## src/rtl/rtmc_spi_target_if.sv

```systemverilog
// SPI pin and register-bus bundle for rtmc_spi_target.
// slave: the target side; master: the host/bus side.
interface rtmc_spi_target_if;
  logic        sck;
  logic        cs_n;
  logic        sdi;
  logic        sdo;
  logic [7:0]  bus_addr;
  logic [15:0] bus_wdata;
  logic        bus_we;
  logic        bus_re;
  logic [15:0] bus_rdata;
  logic        frame_err;

  modport slave (
    input  sck, cs_n, sdi, bus_rdata,
    output sdo, bus_addr, bus_wdata,
    output bus_we, bus_re, frame_err
  );

  modport master (
    output sck, cs_n, sdi, bus_rdata,
    input  sdo, bus_addr, bus_wdata,
    input  bus_we, bus_re, frame_err
  );
endinterface

```

## src/rtl/rtmc_spi_target.sv

```systemverilog
// SPI mode-0 target bridging byte commands to a register bus.
// Optional address range check: RTMC_SPI_ADDR_CHECK_EN.
module rtmc_spi_target (
  input  logic             clk,
  input  logic             rst_n,
  rtmc_spi_target_if.slave bus
);
  typedef enum logic [2:0] {
    S_IDLE, S_OP, S_ADDR, S_WDATA,
    S_EXEC, S_RESP, S_DRAIN
  } state_e;

  state_e      st_q, st_d;
  logic [1:0]  cs_sync_q, sck_sync_q, sdi_sync_q;
  logic        sck_prev_q;
  logic [1:0]  hi_q, hi_d;
  logic [2:0]  cnt_q, cnt_d;
  logic [6:0]  sh_q, sh_d;
  logic [23:0] rsp_q, rsp_d;
  logic [4:0]  rbits_q, rbits_d;
  logic        sdo_q, sdo_d;
  logic        wr_q, wr_d;
  logic        hib_q, hib_d;
  logic [7:0]  addr_q, addr_d;
  logic [15:0] wdata_q, wdata_d;
  logic        ferr_q, ferr_d;
  logic        we, re;

  logic cs_s, sck_s, sdi_s;
  logic sck_rise, sck_fall;
  logic [7:0] byte_v;
  logic byte_done;
  logic addr_bad;

  assign cs_s     = cs_sync_q[1];
  assign sck_s    = sck_sync_q[1];
  assign sdi_s    = sdi_sync_q[1];
  assign sck_rise = sck_s & ~sck_prev_q;
  assign sck_fall = ~sck_s & sck_prev_q;
  assign byte_v   = {sh_q, sdi_s};
  assign byte_done = sck_rise && !cs_s &&
                     (cnt_q == 3'd7) && (st_q != S_IDLE);

`ifdef RTMC_SPI_ADDR_CHECK_EN
  logic [7:0] chk_addr;
  assign chk_addr = (st_q == S_ADDR) ? byte_v : addr_q;
  assign addr_bad = (chk_addr >= 8'h0B && chk_addr <= 8'h0F) ||
                    (chk_addr >= 8'h20);
`else
  assign addr_bad = 1'b0;
`endif

  always_ff @(posedge clk or negedge rst_n) begin
    if (!rst_n) begin
      cs_sync_q  <= 2'b11;
      sck_sync_q <= 2'b00;
      sdi_sync_q <= 2'b00;
      sck_prev_q <= 1'b0;
    end else begin
      cs_sync_q  <= {cs_sync_q[0], bus.cs_n};
      sck_sync_q <= {sck_sync_q[0], bus.sck};
      sdi_sync_q <= {sdi_sync_q[0], bus.sdi};
      sck_prev_q <= sck_s;
    end
  end

  always_ff @(posedge clk or negedge rst_n) begin
    if (!rst_n) begin
      st_q    <= S_IDLE;
      hi_q    <= 2'd0;
      cnt_q   <= 3'd0;
      sh_q    <= 7'd0;
      rsp_q   <= 24'd0;
      rbits_q <= 5'd0;
      sdo_q   <= 1'b0;
      wr_q    <= 1'b0;
      hib_q   <= 1'b0;
      addr_q  <= 8'h00;
      wdata_q <= 16'h0000;
      ferr_q  <= 1'b0;
    end else begin
      st_q    <= st_d;
      hi_q    <= hi_d;
      cnt_q   <= cnt_d;
      sh_q    <= sh_d;
      rsp_q   <= rsp_d;
      rbits_q <= rbits_d;
      sdo_q   <= sdo_d;
      wr_q    <= wr_d;
      hib_q   <= hib_d;
      addr_q  <= addr_d;
      wdata_q <= wdata_d;
      ferr_q  <= ferr_d;
    end
  end

  always_comb begin
    st_d    = st_q;
    cnt_d   = cnt_q;
    sh_d    = sh_q;
    rsp_d   = rsp_q;
    rbits_d = rbits_q;
    sdo_d   = sdo_q;
    wr_d    = wr_q;
    hib_d   = hib_q;
    addr_d  = addr_q;
    wdata_d = wdata_q;
    ferr_d  = 1'b0;
    we      = 1'b0;
    re      = 1'b0;
    // cs must be seen high for 3 clks before a frame may start,
    // so a reset released mid-frame waits for a fresh cs_n fall
    hi_d = !cs_s ? 2'd0 :
           (hi_q == 2'd3) ? hi_q : hi_q + 2'd1;

    if (st_q != S_IDLE && sck_rise && !cs_s) begin
      sh_d  = byte_v[6:0];
      cnt_d = cnt_q + 3'd1;
    end

    unique case (st_q)
      S_IDLE: begin
        cnt_d = 3'd0;
        sdo_d = 1'b0;
        if (!cs_s && hi_q == 2'd3) st_d = S_OP;
      end
      S_OP: begin
        if (byte_done) begin
          case (byte_v)
            8'h00: st_d = S_DRAIN;
            8'h01: begin wr_d = 1'b0; st_d = S_ADDR; end
            8'h02: begin wr_d = 1'b1; st_d = S_ADDR; end
            default: begin
              rsp_d   = {8'hFF, 16'h0000};
              rbits_d = 5'd8;
              st_d    = S_RESP;
            end
          endcase
        end
      end
      S_ADDR: begin
        if (byte_done) begin
          addr_d = byte_v;
          hib_d  = 1'b1;
          if (wr_q) st_d = S_WDATA;
          else if (addr_bad) begin
            rsp_d   = {8'hFF, 16'h0000};
            rbits_d = 5'd8;
            st_d    = S_RESP;
          end else st_d = S_EXEC;
        end
      end
      S_WDATA: begin
        if (byte_done) begin
          hib_d = 1'b0;
          if (hib_q) wdata_d[15:8] = byte_v;
          else begin
            wdata_d[7:0] = byte_v;
            if (addr_bad) begin
              rsp_d   = {8'hFF, 16'h0000};
              rbits_d = 5'd8;
              st_d    = S_RESP;
            end else st_d = S_EXEC;
          end
        end
      end
      S_EXEC: begin
        we      = wr_q;
        re      = !wr_q;
        rsp_d   = wr_q ? {8'h01, 16'h0000}
                       : {8'h02, bus.bus_rdata};
        rbits_d = wr_q ? 5'd8 : 5'd24;
        st_d    = S_RESP;
      end
      S_RESP: begin
        if (sck_fall && rbits_q != 5'd0) begin
          sdo_d   = rsp_q[23];
          rsp_d   = {rsp_q[22:0], 1'b0};
          rbits_d = rbits_q - 5'd1;
        end else if (sck_rise && rbits_q == 5'd0) begin
          st_d = S_DRAIN;
        end
      end
      S_DRAIN: begin
        if (sck_fall) sdo_d = 1'b0;
      end
    endcase

    if (cs_s && st_q != S_IDLE) begin
      st_d   = S_IDLE;
      cnt_d  = 3'd0;
      sdo_d  = 1'b0;
      ferr_d = (st_q == S_ADDR) || (st_q == S_WDATA) ||
               (st_q == S_EXEC) ||
               (st_q == S_OP && cnt_q != 3'd0) ||
               (st_q == S_RESP && rbits_q != 5'd0);
    end
  end

  assign bus.sdo       = sdo_q;
  assign bus.bus_addr  = addr_q;
  assign bus.bus_wdata = wdata_q;
  assign bus.bus_we    = we;
  assign bus.bus_re    = re;
  assign bus.frame_err = ferr_q;
endmodule

```

## src/flat_wrapper.sv

```systemverilog
// flat-port wrapper written by rule: the top's interface ports become plain ports
module rtmc_spi_target_flat 
  (clk, rst_n, bus_sck, bus_cs_n, bus_sdi, bus_bus_rdata, bus_sdo, bus_bus_addr, bus_bus_wdata, bus_bus_we, bus_bus_re, bus_frame_err);
  rtmc_spi_target_if bus_i ();
  input  logic clk;
  input  logic rst_n;
  input wire logic [$bits(bus_i.sck)-1:0] bus_sck;
  input wire logic [$bits(bus_i.cs_n)-1:0] bus_cs_n;
  input wire logic [$bits(bus_i.sdi)-1:0] bus_sdi;
  input wire logic [$bits(bus_i.bus_rdata)-1:0] bus_bus_rdata;
  output wire logic [$bits(bus_i.sdo)-1:0] bus_sdo;
  output wire logic [$bits(bus_i.bus_addr)-1:0] bus_bus_addr;
  output wire logic [$bits(bus_i.bus_wdata)-1:0] bus_bus_wdata;
  output wire logic [$bits(bus_i.bus_we)-1:0] bus_bus_we;
  output wire logic [$bits(bus_i.bus_re)-1:0] bus_bus_re;
  output wire logic [$bits(bus_i.frame_err)-1:0] bus_frame_err;
  assign bus_i.sck = bus_sck;
  assign bus_i.cs_n = bus_cs_n;
  assign bus_i.sdi = bus_sdi;
  assign bus_i.bus_rdata = bus_bus_rdata;
  assign bus_sdo = bus_i.sdo;
  assign bus_bus_addr = bus_i.bus_addr;
  assign bus_bus_wdata = bus_i.bus_wdata;
  assign bus_bus_we = bus_i.bus_we;
  assign bus_bus_re = bus_i.bus_re;
  assign bus_frame_err = bus_i.frame_err;
  rtmc_spi_target u_core (.clk(clk), .rst_n(rst_n), .bus(bus_i));
endmodule
```

## config.mk

```make
export PLATFORM = sky130hd
export DESIGN_NAME = rtmc_spi_target_flat
export DESIGN_NICKNAME = d
export VERILOG_FILES = /design/src/rtl/rtmc_spi_target_if.sv /design/src/rtl/rtmc_spi_target.sv /design/src/flat_wrapper.sv
export SDC_FILE = /design/constraint.sdc
export NUM_CORES = 1
export LEC_CHECK = 0
export ABC_AREA = 1
export BUFFER_PORTS_ARGS = -buffer_cell sky130_fd_sc_hd__buf_2
export CORE_MARGIN = 2
export CORE_UTILIZATION = 54
export CTS_CLUSTER_DIAMETER = 120
export DETAILED_ROUTE_END_ITERATION = 6
export GPL_TIMING_DRIVEN = 0
export PLACE_DENSITY_LB_ADDON = 0.15
export SYNTH_ARGS = -nofsm -noshare
export SYNTH_HDL_FRONTEND = slang
export SYNTH_SLANG_ARGS = --single-unit
```

## constraint.sdc

```tcl
create_clock -name clk -period 1.85 [get_ports clk]
set_clock_uncertainty 0.2 [all_clocks]
set_input_delay 0.37 -clock clk [delete_from_list [all_inputs] [get_ports clk]]
set_output_delay 0.37 -clock clk [all_outputs]
set_load 0.03 [all_outputs]
```

== Word level (Yosys, flattened, before mapping) ==
Index checks and enable logic that the tools add are counted.
Storage, ports and cells
  bits in registers: 79
  word-level logic and storage cells: 126
  input bits: 21
  output and inout bits: 28
Cells by class
  add/sub/neg operators: 3
  bitwise operators: 5
  equal/unequal tests: 25
  reductions and logical operators: 39
  multiplexer cells: 37
Operators by type and width (number)
  $mux 24: 3
  $pmux 24 s3: 1
  $mux 3: 12
  $ne 3x1->1 const B: 7
  $mux 5: 4
  $mux 18: 1
  $pmux 3 s6: 1
  $pmux 5 s3: 1
  $reduce_and 3->1: 5
  $eq 3x3->1 const B: 4
  $reduce_bool 3->1: 4
  $logic_and 1x1->1: 11
  $eq 8x1->1 const B: 1
  $eq 8x2->1 const B: 1
  $logic_not 8->1: 1
  $mux 1: 8
  $ne 2x1->1 const B: 4
  $reduce_and 8->1: 1
  $reduce_bool 7->1: 1
  $eq 3x2->1 const B: 2
  $ne 3x3->1 const B: 2
  $pmux 3 s2: 1
  $logic_not 5->1: 1
  $reduce_bool 5->1: 1
  20 further kinds: 31

== Logic depth before layout (Yosys ltp) ==
Gate-level depths: netlist of the first run.
  depth after elaboration: 8
  mapped depth: 12
  depth with buffers taken out: 10

== Worst setup path after synthesis of the first run ==
Ideal clock, no wire load.
  kind: register to register
  start point: register u_core.rbits_q[0]
  end point: register u_core.rsp_q[4]
  library setup time: 117 ps
  cell stages (with the launch flop): 12
  buffers on the path: 2
  arrival: 1371 ps
  period minus slack after synthesis: 1688 ps
  slack: 162 ps
  path through: dfrtp_1 -> inv_1 -> ha_1 -> inv_1 -> nor2_1 -> nand2_1 -> nand2_1 -> a21oi_2 -> buf_4 -> buf_4 -> nand4_1 -> nand2_1
Between the ends
  cells in the longest elaborated chain, start to end: 4
Ends and longest elaborated chain
  from (decl): RTL line rtmc_spi_target.sv:20  | logic [4:0] rbits_q, rbits_d;
  from (signal assigned): RTL line rtmc_spi_target.sv:87  | rbits_q <= rbits_d;
  $reduce_bool 5->1: RTL line rtmc_spi_target.sv:176  | if (sck_fall && rbits_q != 5'd0) begin
  $logic_and 1x1->1: RTL line rtmc_spi_target.sv:176
  $ne 2x1->1 (no line)
  $reduce_and 4->1 (no line)
  to (signal assigned): RTL line rtmc_spi_target.sv:86  | rsp_q <= rsp_d;
  to (decl): RTL line rtmc_spi_target.sv:19  | logic [23:0] rsp_q, rsp_d;
No other way between the ends.
A chain may end at the register's enable or synchronous reset.

== Final worst setup path of the first run ==
  start point: register u_core.st_q[1]
  end point: output bus_bus_we
Between the ends
  cells in the longest elaborated chain, start to end: 2
Ends and longest elaborated chain
  from (decl): RTL line rtmc_spi_target.sv:13  | state_e st_q, st_d;
  from (signal assigned): RTL line rtmc_spi_target.sv:82  | st_q <= st_d;
  $eq 3x3->1: RTL line rtmc_spi_target.sv:121  | unique case (st_q)
  $mux 1: RTL line rtmc_spi_target.sv:121
  to (decl): RTL line flat_wrapper.sv:14  | output wire logic [$bits(bus_i.bus_we)-1:0] bus_bus_we;
No other way between the ends.

==> results of run 1 <==
## state kept, by name, indices dropped and copies added (netlist names), 3 cells and up
name,count
u_core.bus.bus_addr,8
u_core.bus.bus_wdata,16
u_core.rbits_q,5
u_core.rsp_q,24
u_core.st_q,3
u_core.cnt_q,3
u_core.sh_q,7
## cells in the final DEF, fill, tap and decap left out, drive strengths merged
cell	count
nand4	31
clkinvlp	2
xor2	2
clkbuf	10
nand3	17
nor3	2
nor2	28
bufinv	1
dlygate4sd3	5
or2	1
a21oi	8
a41oi	1
clkinv	2
buf	92
dfrtp	77
o211ai	1
nor4	2
o21ai	44
dfstp	2
nand2	193
inv	37
ha	6
nand3b	1
## power groups by stage
stage | Combinational (mW) | Clock [mW] | Sequential [mW]
floorplan | 1.97 | 0 | 2.21
global placement | 2.54 | 0 | 2.23
detailed placement | 2.60 | 0 | 2.23
CTS | 3.21 | 1.34 | 2.21
global route | 3.88 | 1.42 | 2.30
finish | 3.54 | 1.32 | 2.26
## final timing paths
kind,to,cells past startpoint
max in group asynchronous,u_core.cs_sync_q[0],3
min reg2reg,u_core.sdi_sync_q[1],0
min,u_core.rsp_q[11],5
max reg2reg,u_core.rsp_q[6],12
min in group asynchronous,u_core.rbits_q[1],2
max,bus_bus_we,6
## tightest hold or removal path, cell delays in order
cell and delay, ps:
sky130_fd_sc_hd__buf_2 70, sky130_fd_sc_hd__nand2_1 40, sky130_fd_sc_hd__nand2_1 50, sky130_fd_sc_hd__nand4_1 70, sky130_fd_sc_hd__nand2_1 70
## per-stage QoR
step	std cells	setup TNS [ps]	area, um^2	power (mW)
after floorplan	474	0	3950	4.19
after global placement	621	-29810	4310	4.76
after detailed placement	622	-1680	4340	4.84
after CTS	660	-882	4850	6.76
after global routing	664	-1400	5050	7.59
final	664	-31.5	5050	7.12
## per-layer routing
metal / routed length (um) / GRT usage / up-vias
met4: 102 / 0.0665 / 0
li1: - / - / 1709
met3: 340 / 0.0434 / 10
met1: 4370 / 0.350 / 1686
met2: 4550 / 0.389 / 69
met5: 0 / 0 / -
## cells by family after synthesis
logic type               share of synthesized area
buffers and inverters                       0.0801
XOR/XNOR                                   0.00444
AND/OR/NAND/NOR                              0.317
adder cells (fa/ha/maj)                     0.0190
AO/OA/AOI/OAI                               0.0786
flip-flops                                   0.501
## area by class of cell
| class | count | area [um^2] | share of cell area |
|---|---|---|---|
| Timing Repair Buffer | 78 | 558 | 0.111 |
| Multi-Input combinational cell | 337 | 1840 | 0.364 |
| Clock buffer | 9 | 124 | 0.0245 |
| Buffer | 20 | 194 | 0.0384 |
| Sequential cell | 79 | 1980 | 0.393 |
| Inverter | 35 | 149 | 0.0295 |
| Clock inverter | 7 | 80.1 | 0.0159 |
| Tap cell | 99 | 124 | 0.0245 |
## what timing repair did
item                                    in CTS  in global routing
gates resized for setup                     21                 59
pin swaps                                    4                 11
hold endpoints to repair                    32                  0
gates cloned                                 1                  0
buffers inserted                            16                  7
hold buffers                                 5                  0
endpoints found under the setup margin      39                 65
==> flow_summary.yaml, run 1 <==
critical_path:
  cp_top_family: "flip-flops"
  crit_chain: "nor2_8 > nand2_4 > inv_2 > nand2_4 > inv_2 > buf_6"
  critical_path_data_arrival_time_ps: 1300
  crit_fanout: 4
  cp_slowest_cell: "sky130_fd_sc_hd__dfrtp_2"
  startpoint_type: "flop"
  regToRegSetupSlack_ps: 0
  worstSetupStartpoint: "u_core.st_q[1]"
  end_kind: "output port"
  slowest_delay_ps: 450
  crit_type: "flop to output port"
  worstReg2RegStart: "u_core.rbits_q[0]"
  critPathRequiredTime_ps: 1280
  timing.critical_path.buf_inv: 3
cells_and_area:
  layout.filler_cells: 566
  area_growth_pct: 27.8
  drive_gt1_frac: 0.315
  utilization: 0.704
  finalNetCount: 587
  n_antenna_cell: 0
sta:
  timing.hold.ws_ps: 143
  worst_slew_margin_relative_to_its_limit: 0.728
  worst_pin_slew_ps: 407
  max_clock_freq_mhz: 536
  final-max-slew-violation-count: 0
  setup_violations: 3
  post-route-period-util: 1.01
  worst_slack_ps: -16.7
  rsz0062_at_grt: "yes"
  final-hold-violation-count: 0
  period_minus_slack_ps: 1870
yosys:
  synthFlopType: "sky130_fd_sc_hd__dfrtp_1"
  mappedNetlistArea_mm2: 0.00395
  netlist_instances: 474
  postSynth.asyncResetShare: 1.00
  synth.net_count: 501
  syn_avg_cell_area_um2: 8.33
  yosys_top_cell_area_share: 0.488
  synth_most_common_cell: "sky130_fd_sc_hd__nand2_1"
  yosysUniqueCellTypes: 35
  synth_commonest_cells: "sky130_fd_sc_hd__nand2_1 (188), sky130_fd_sc_hd__dfrtp_1 (77), sky130_fd_sc_hd__inv_1 (31)"
  post-synth-top-area-cell: "sky130_fd_sc_hd__dfrtp_1"
  synth_edf_count: 0
  netlist_top_cells_area: "sky130_fd_sc_hd__dfrtp_1 (49%), sky130_fd_sc_hd__nand2_1 (18%), sky130_fd_sc_hd__nand4_1 (4.8%)"
  ys.warnings.count: 0
  synth-seq-cells: 79
  synth.yosys.seq_area_share: 0.501
floorplan:
  initial_utilization: 0.550
  die-width_um: 89.5
  floorplan.die_area_mm2: 0.00801
  core_area_mm2: 0.00718
  chipHeight_um: 89.5
  floorplan.rows: 31
  io_pins: 49
drt:
  drtIter0Drc: 187
  post-route-drc-count: 0
  antenna_left: 0
  route.final.wire_length_mm: 9.36
  route.detailed.wl_per_inst_um: 14.1
  drt_first_pass_iters: 4
  via_per_inst: 5.23
  num_vias: 3474
status:
  status: "complete, but fails checks"
  failed_checks: "negative setup slack"
pwr:
  seq_power_share: 0.318
  clock_power_share: 0.185
  power.net_switching_mw: 3.00
  p_int_mw: 4.11
  swShare: 0.422
  combPwrFrac: 0.497
  static-leakage-power_nw: 2.58
  irDropWorstVdd_mv: 0.726
  power_density_over_cell_area_mw_per_mm2: 1410
placed_design:
  dp_slack_ps: -170
  hpwl_mm: 6.06
  buffer_ports.inserted: 48
  routability_congestion: 0.883
run:
  maxCapViolCount: 0
clocking:
  htreeDepth: 3
  max-clock-path-buffers: 2
  cts_num_sinks: 79
  cts_tree: "yes"
  number_of_buffers_created_by_cts: 9
  cts.reportedPaths.clkPinSlew_ps: 90
  cts.root.buffer_cell: "sky130_fd_sc_hd__clkbuf_8"
  worstSkewPairLatency_ps: 360
grt:
  first_global_vias: 3238
  grt_util_all_layers: 0.245
  grt-ovfl-total: 0
  grt_max_degree: 52
  grt_antenna_before_repair: 0
  grt_pass1_wl_mm: 15.2
min_path:
  worstHoldStart: "bus_bus_rdata[11]"
  hold_path.class: "input port to flop"
No activity file was read; power rests on OpenSTA's default activity.
==> run 2: changes to the inputs <==
--- a/config.mk
+++ b/config.mk
@@ -5,14 +5,14 @@
 export SDC_FILE = /design/constraint.sdc
 export NUM_CORES = 1
 export LEC_CHECK = 0
-export ABC_AREA = 1
+export ABC_AREA = 0
 export BUFFER_PORTS_ARGS = -buffer_cell sky130_fd_sc_hd__buf_2
 export CORE_MARGIN = 2
 export CORE_UTILIZATION = 54
-export CTS_CLUSTER_DIAMETER = 120
 export DETAILED_ROUTE_END_ITERATION = 6
 export GPL_TIMING_DRIVEN = 0
 export PLACE_DENSITY_LB_ADDON = 0.15
+export SLEW_MARGIN = 20
 export SYNTH_ARGS = -nofsm -noshare
 export SYNTH_HDL_FRONTEND = slang
 export SYNTH_SLANG_ARGS = --single-unit
==> flow_summary.yaml, run 2 <==
min_path:
  worst_hold_end: "u_core.rsp_q[0]"
  worstHoldPathCells: 3
  worstHoldStart: "bus_bus_rdata[0]"
  hold_path.class: "input port to flop"
clocking:
  number_of_buffers_created_by_cts: 9
  htreeDepth: 3
  cts.root.buffer_cell: "sky130_fd_sc_hd__clkbuf_8"
  worstSkewPairLatency_ps: 360
  cts_tree: "yes"
  cts_num_sinks: 79
  max-clock-path-buffers: 2
  cts.reportedPaths.clkPinSlew_ps: 90
drt:
  num_vias: 2926
  route.detailed.wl_per_inst_um: 18.1
  antenna_left: 0
  drtIter0Drc: 167
  route.final.wire_length_mm: 9.18
  drt_first_pass_iters: 6
  via_per_inst: 5.77
  post-route-drc-count: 0
sta:
  rsz0062_at_grt: "yes"
  period_minus_slack_ps: 2440
  max_clock_freq_mhz: 409
  setup_tns_ps: -23460
  post-route-period-util: 1.32
  setup_violations: 67
  worst_slew_margin_relative_to_its_limit: 0.616
  worst_slack_ps: -594
  worst_pin_slew_ps: 568
  final-hold-violation-count: 0
  final-max-slew-violation-count: 0
yosys:
  synth.yosys.seq_area_share: 0.530
  post-synth-top-area-cell: "sky130_fd_sc_hd__dfrtp_1"
  netlist_top_cells_area: "sky130_fd_sc_hd__dfrtp_1 (52%), sky130_fd_sc_hd__mux2_2 (11%), sky130_fd_sc_hd__mux2_4 (3.6%)"
  mappedNetlistArea_mm2: 0.00373
  yosysUniqueCellTypes: 58
  synth-seq-cells: 79
  synth_most_common_cell: "sky130_fd_sc_hd__dfrtp_1"
  ys.warnings.count: 0
  syn_avg_cell_area_um2: 12.2
  postSynth.asyncResetShare: 1.00
  synth_edf_count: 0
  yosys_top_cell_area_share: 0.516
  synth.net_count: 334
  synth_commonest_cells: "sky130_fd_sc_hd__dfrtp_1 (77), sky130_fd_sc_hd__mux2_2 (38), sky130_fd_sc_hd__a21oi_1 (17), sky130_fd_sc_hd__inv_1 (17), sky130_fd_sc_hd__nand2_1 (16)"
  netlist_instances: 307
  synthFlopType: "sky130_fd_sc_hd__dfrtp_1"
critical_path:
  endpoint_of_the_worst_slack_reg_to_reg_timing_path: "u_core.rsp_q[16]"
  crit_fanout: 6
  worstSetupStartpoint: "u_core.rbits_q[1]"
  startpoint_type: "flop"
  worst_r2r_path_depth: 8
  critPathRequiredTime_ps: 1900
  critical_path_data_arrival_time_ps: 2490
  worstReg2RegStart: "u_core.rbits_q[1]"
  crit_type: "flop to flop"
  end_kind: "flop"
  regToRegSetupSlack_ps: -590
pwr:
  irDropWorstVdd_mv: 0.631
  power_density_over_cell_area_mw_per_mm2: 923
  static-leakage-power_nw: 2.53
floorplan:
  die-width_um: 87.1
  chipHeight_um: 87.1
  io_pins: 49
  initial_utilization: 0.552
  floorplan.die_area_mm2: 0.00759
  core_area_mm2: 0.00676
  floorplan.rows: 30
grt:
  grt-ovfl-total: 0
  grt_util_all_layers: 0.240
  grt_antenna_before_repair: 0
  grt_max_degree: 53
  grt_pass1_wl_mm: 14.1
  first_global_vias: 2872
cells_and_area:
  utilization: 0.773
  layout.cells.most_common_list: "sky130_fd_sc_hd__dfrtp_1 (74), sky130_fd_sc_hd__buf_2 (47), sky130_fd_sc_hd__buf_4 (37)"
  layout_commonest_cell: "sky130_fd_sc_hd__dfrtp_1"
  finalNetCount: 449
  drive_gt1_frac: 0.520
  register_ranked_first_by_flip_flop_count: "u_core.rsp_q"
  layout.filler_cells: 423
  largest_register_ff_count: 24
  n_antenna_cell: 0
  area_growth_pct: 40.0
placed_design:
  buffer_ports.inserted: 48
  hpwl_mm: 5.33
  routability_congestion: 0.923
status:
  status: "complete, but fails checks"
  failed_checks: "negative setup slack"
run:
  maxCapViolCount: 0
[run 2: power by group]
part | internal (mW) | total, mW | switching (mW) | leakage, nW
sequential | 1.85 | 1.94 | 0.0967 | 1.02
combinational | 0.836 | 1.67 | 0.834 | 1.41
clock | 0.515 | 1.21 | 0.695 | 0.0927
[run 2: per-stage QoR]
stage	setup WS, ps	hold WS (ps)	cell area [um^2]	std cells	power [mW]
6_report	-594	42.9	5230	507	4.82
5_1_grt	-622	41.2	5230	507	5.05
4_1_cts	-584	11.4	5000	488	4.69
3_5_place_dp	-625	113	4260	436	3.09
3_3_place_gp	-603	136	4230	435	3.06
2_1_floorplan	-497	-126	3890	307	2.80
[run 2: cell type report]
| class | count | area, um^2 | share of cell area |
|---|---|---|---|
| Timing Repair Buffer | 106 | 822 | 0.157 |
| Inverter | 17 | 67.6 | 0.0129 |
| Sequential cell | 79 | 1980 | 0.380 |
| Tap cell | 80 | 100 | 0.0192 |
| Clock inverter | 7 | 62.6 | 0.0120 |
| Multi-Input combinational cell | 195 | 1920 | 0.368 |
| Buffer | 14 | 143 | 0.0273 |
| Clock buffer | 9 | 124 | 0.0237 |
[run 2: worst max-delay path, stage by stage (launching register included)]
cell,delay [ps]
sky130_fd_sc_hd__dfrtp_1,410
sky130_fd_sc_hd__inv_2,80
sky130_fd_sc_hd__ha_4,120
sky130_fd_sc_hd__or4b_4,460
sky130_fd_sc_hd__a32o_2,270
sky130_fd_sc_hd__o21a_1,210
sky130_fd_sc_hd__buf_6,150
sky130_fd_sc_hd__clkbuf_16,160
sky130_fd_sc_hd__mux2_4,280
[run 2: kinds of logic (layout without fill, tap and decap cells)]
family	count (synthesis)	after routing	share of synthesized area
AOI/OAI and AO/OA	65	65	0.125
xor gates and xnor gates	3	3	0.00704
adders and majority gates	6	6	0.0201
buffers and inverters	33	153	0.0409
DFF	79	79	0.530
muxes	57	57	0.178
and+or+nand+nor	64	64	0.0982
[run 2: worst max-delay path by stage]
| stage | endpoint | slack [ps] | depth (start not counted) |
|---|---|---|---|
| floorplan | u_core.rsp_q[14] | -500 | 8 |
| global placement | u_core.rsp_q[5] | -600 | 8 |
| detailed placement | u_core.rsp_q[5] | -620 | 8 |
| CTS | u_core.rsp_q[5] | -580 | 8 |
| global route | u_core.rsp_q[16] | -620 | 6 |
| finish | u_core.rsp_q[16] | -590 | 8 |
[run 2: metal layers]
metal	global-route usage	wire length (um)	part of all wire	vias to the layer above
met5	0	0	0	-
met4	0.0937	209	0.023	0
met3	0.0483	410	0.045	22
met2	0.393	4540	0.49	97
met1	0.315	4020	0.44	1460
li1	-	-	-	1347
[run 2: repair_timing]
| action | in CTS | in global routing |
|---|---|---|
| endpoints found under the setup margin | 69 | 68 |
| endpoints found under the hold margin | 28 | 0 |
| resized for setup | 58 | 20 |
| pin swaps | 16 | 12 |
| gates cloned | 2 | 1 |
| hold buffers | 4 | 0 |
| setup buffers | 31 | 21 |
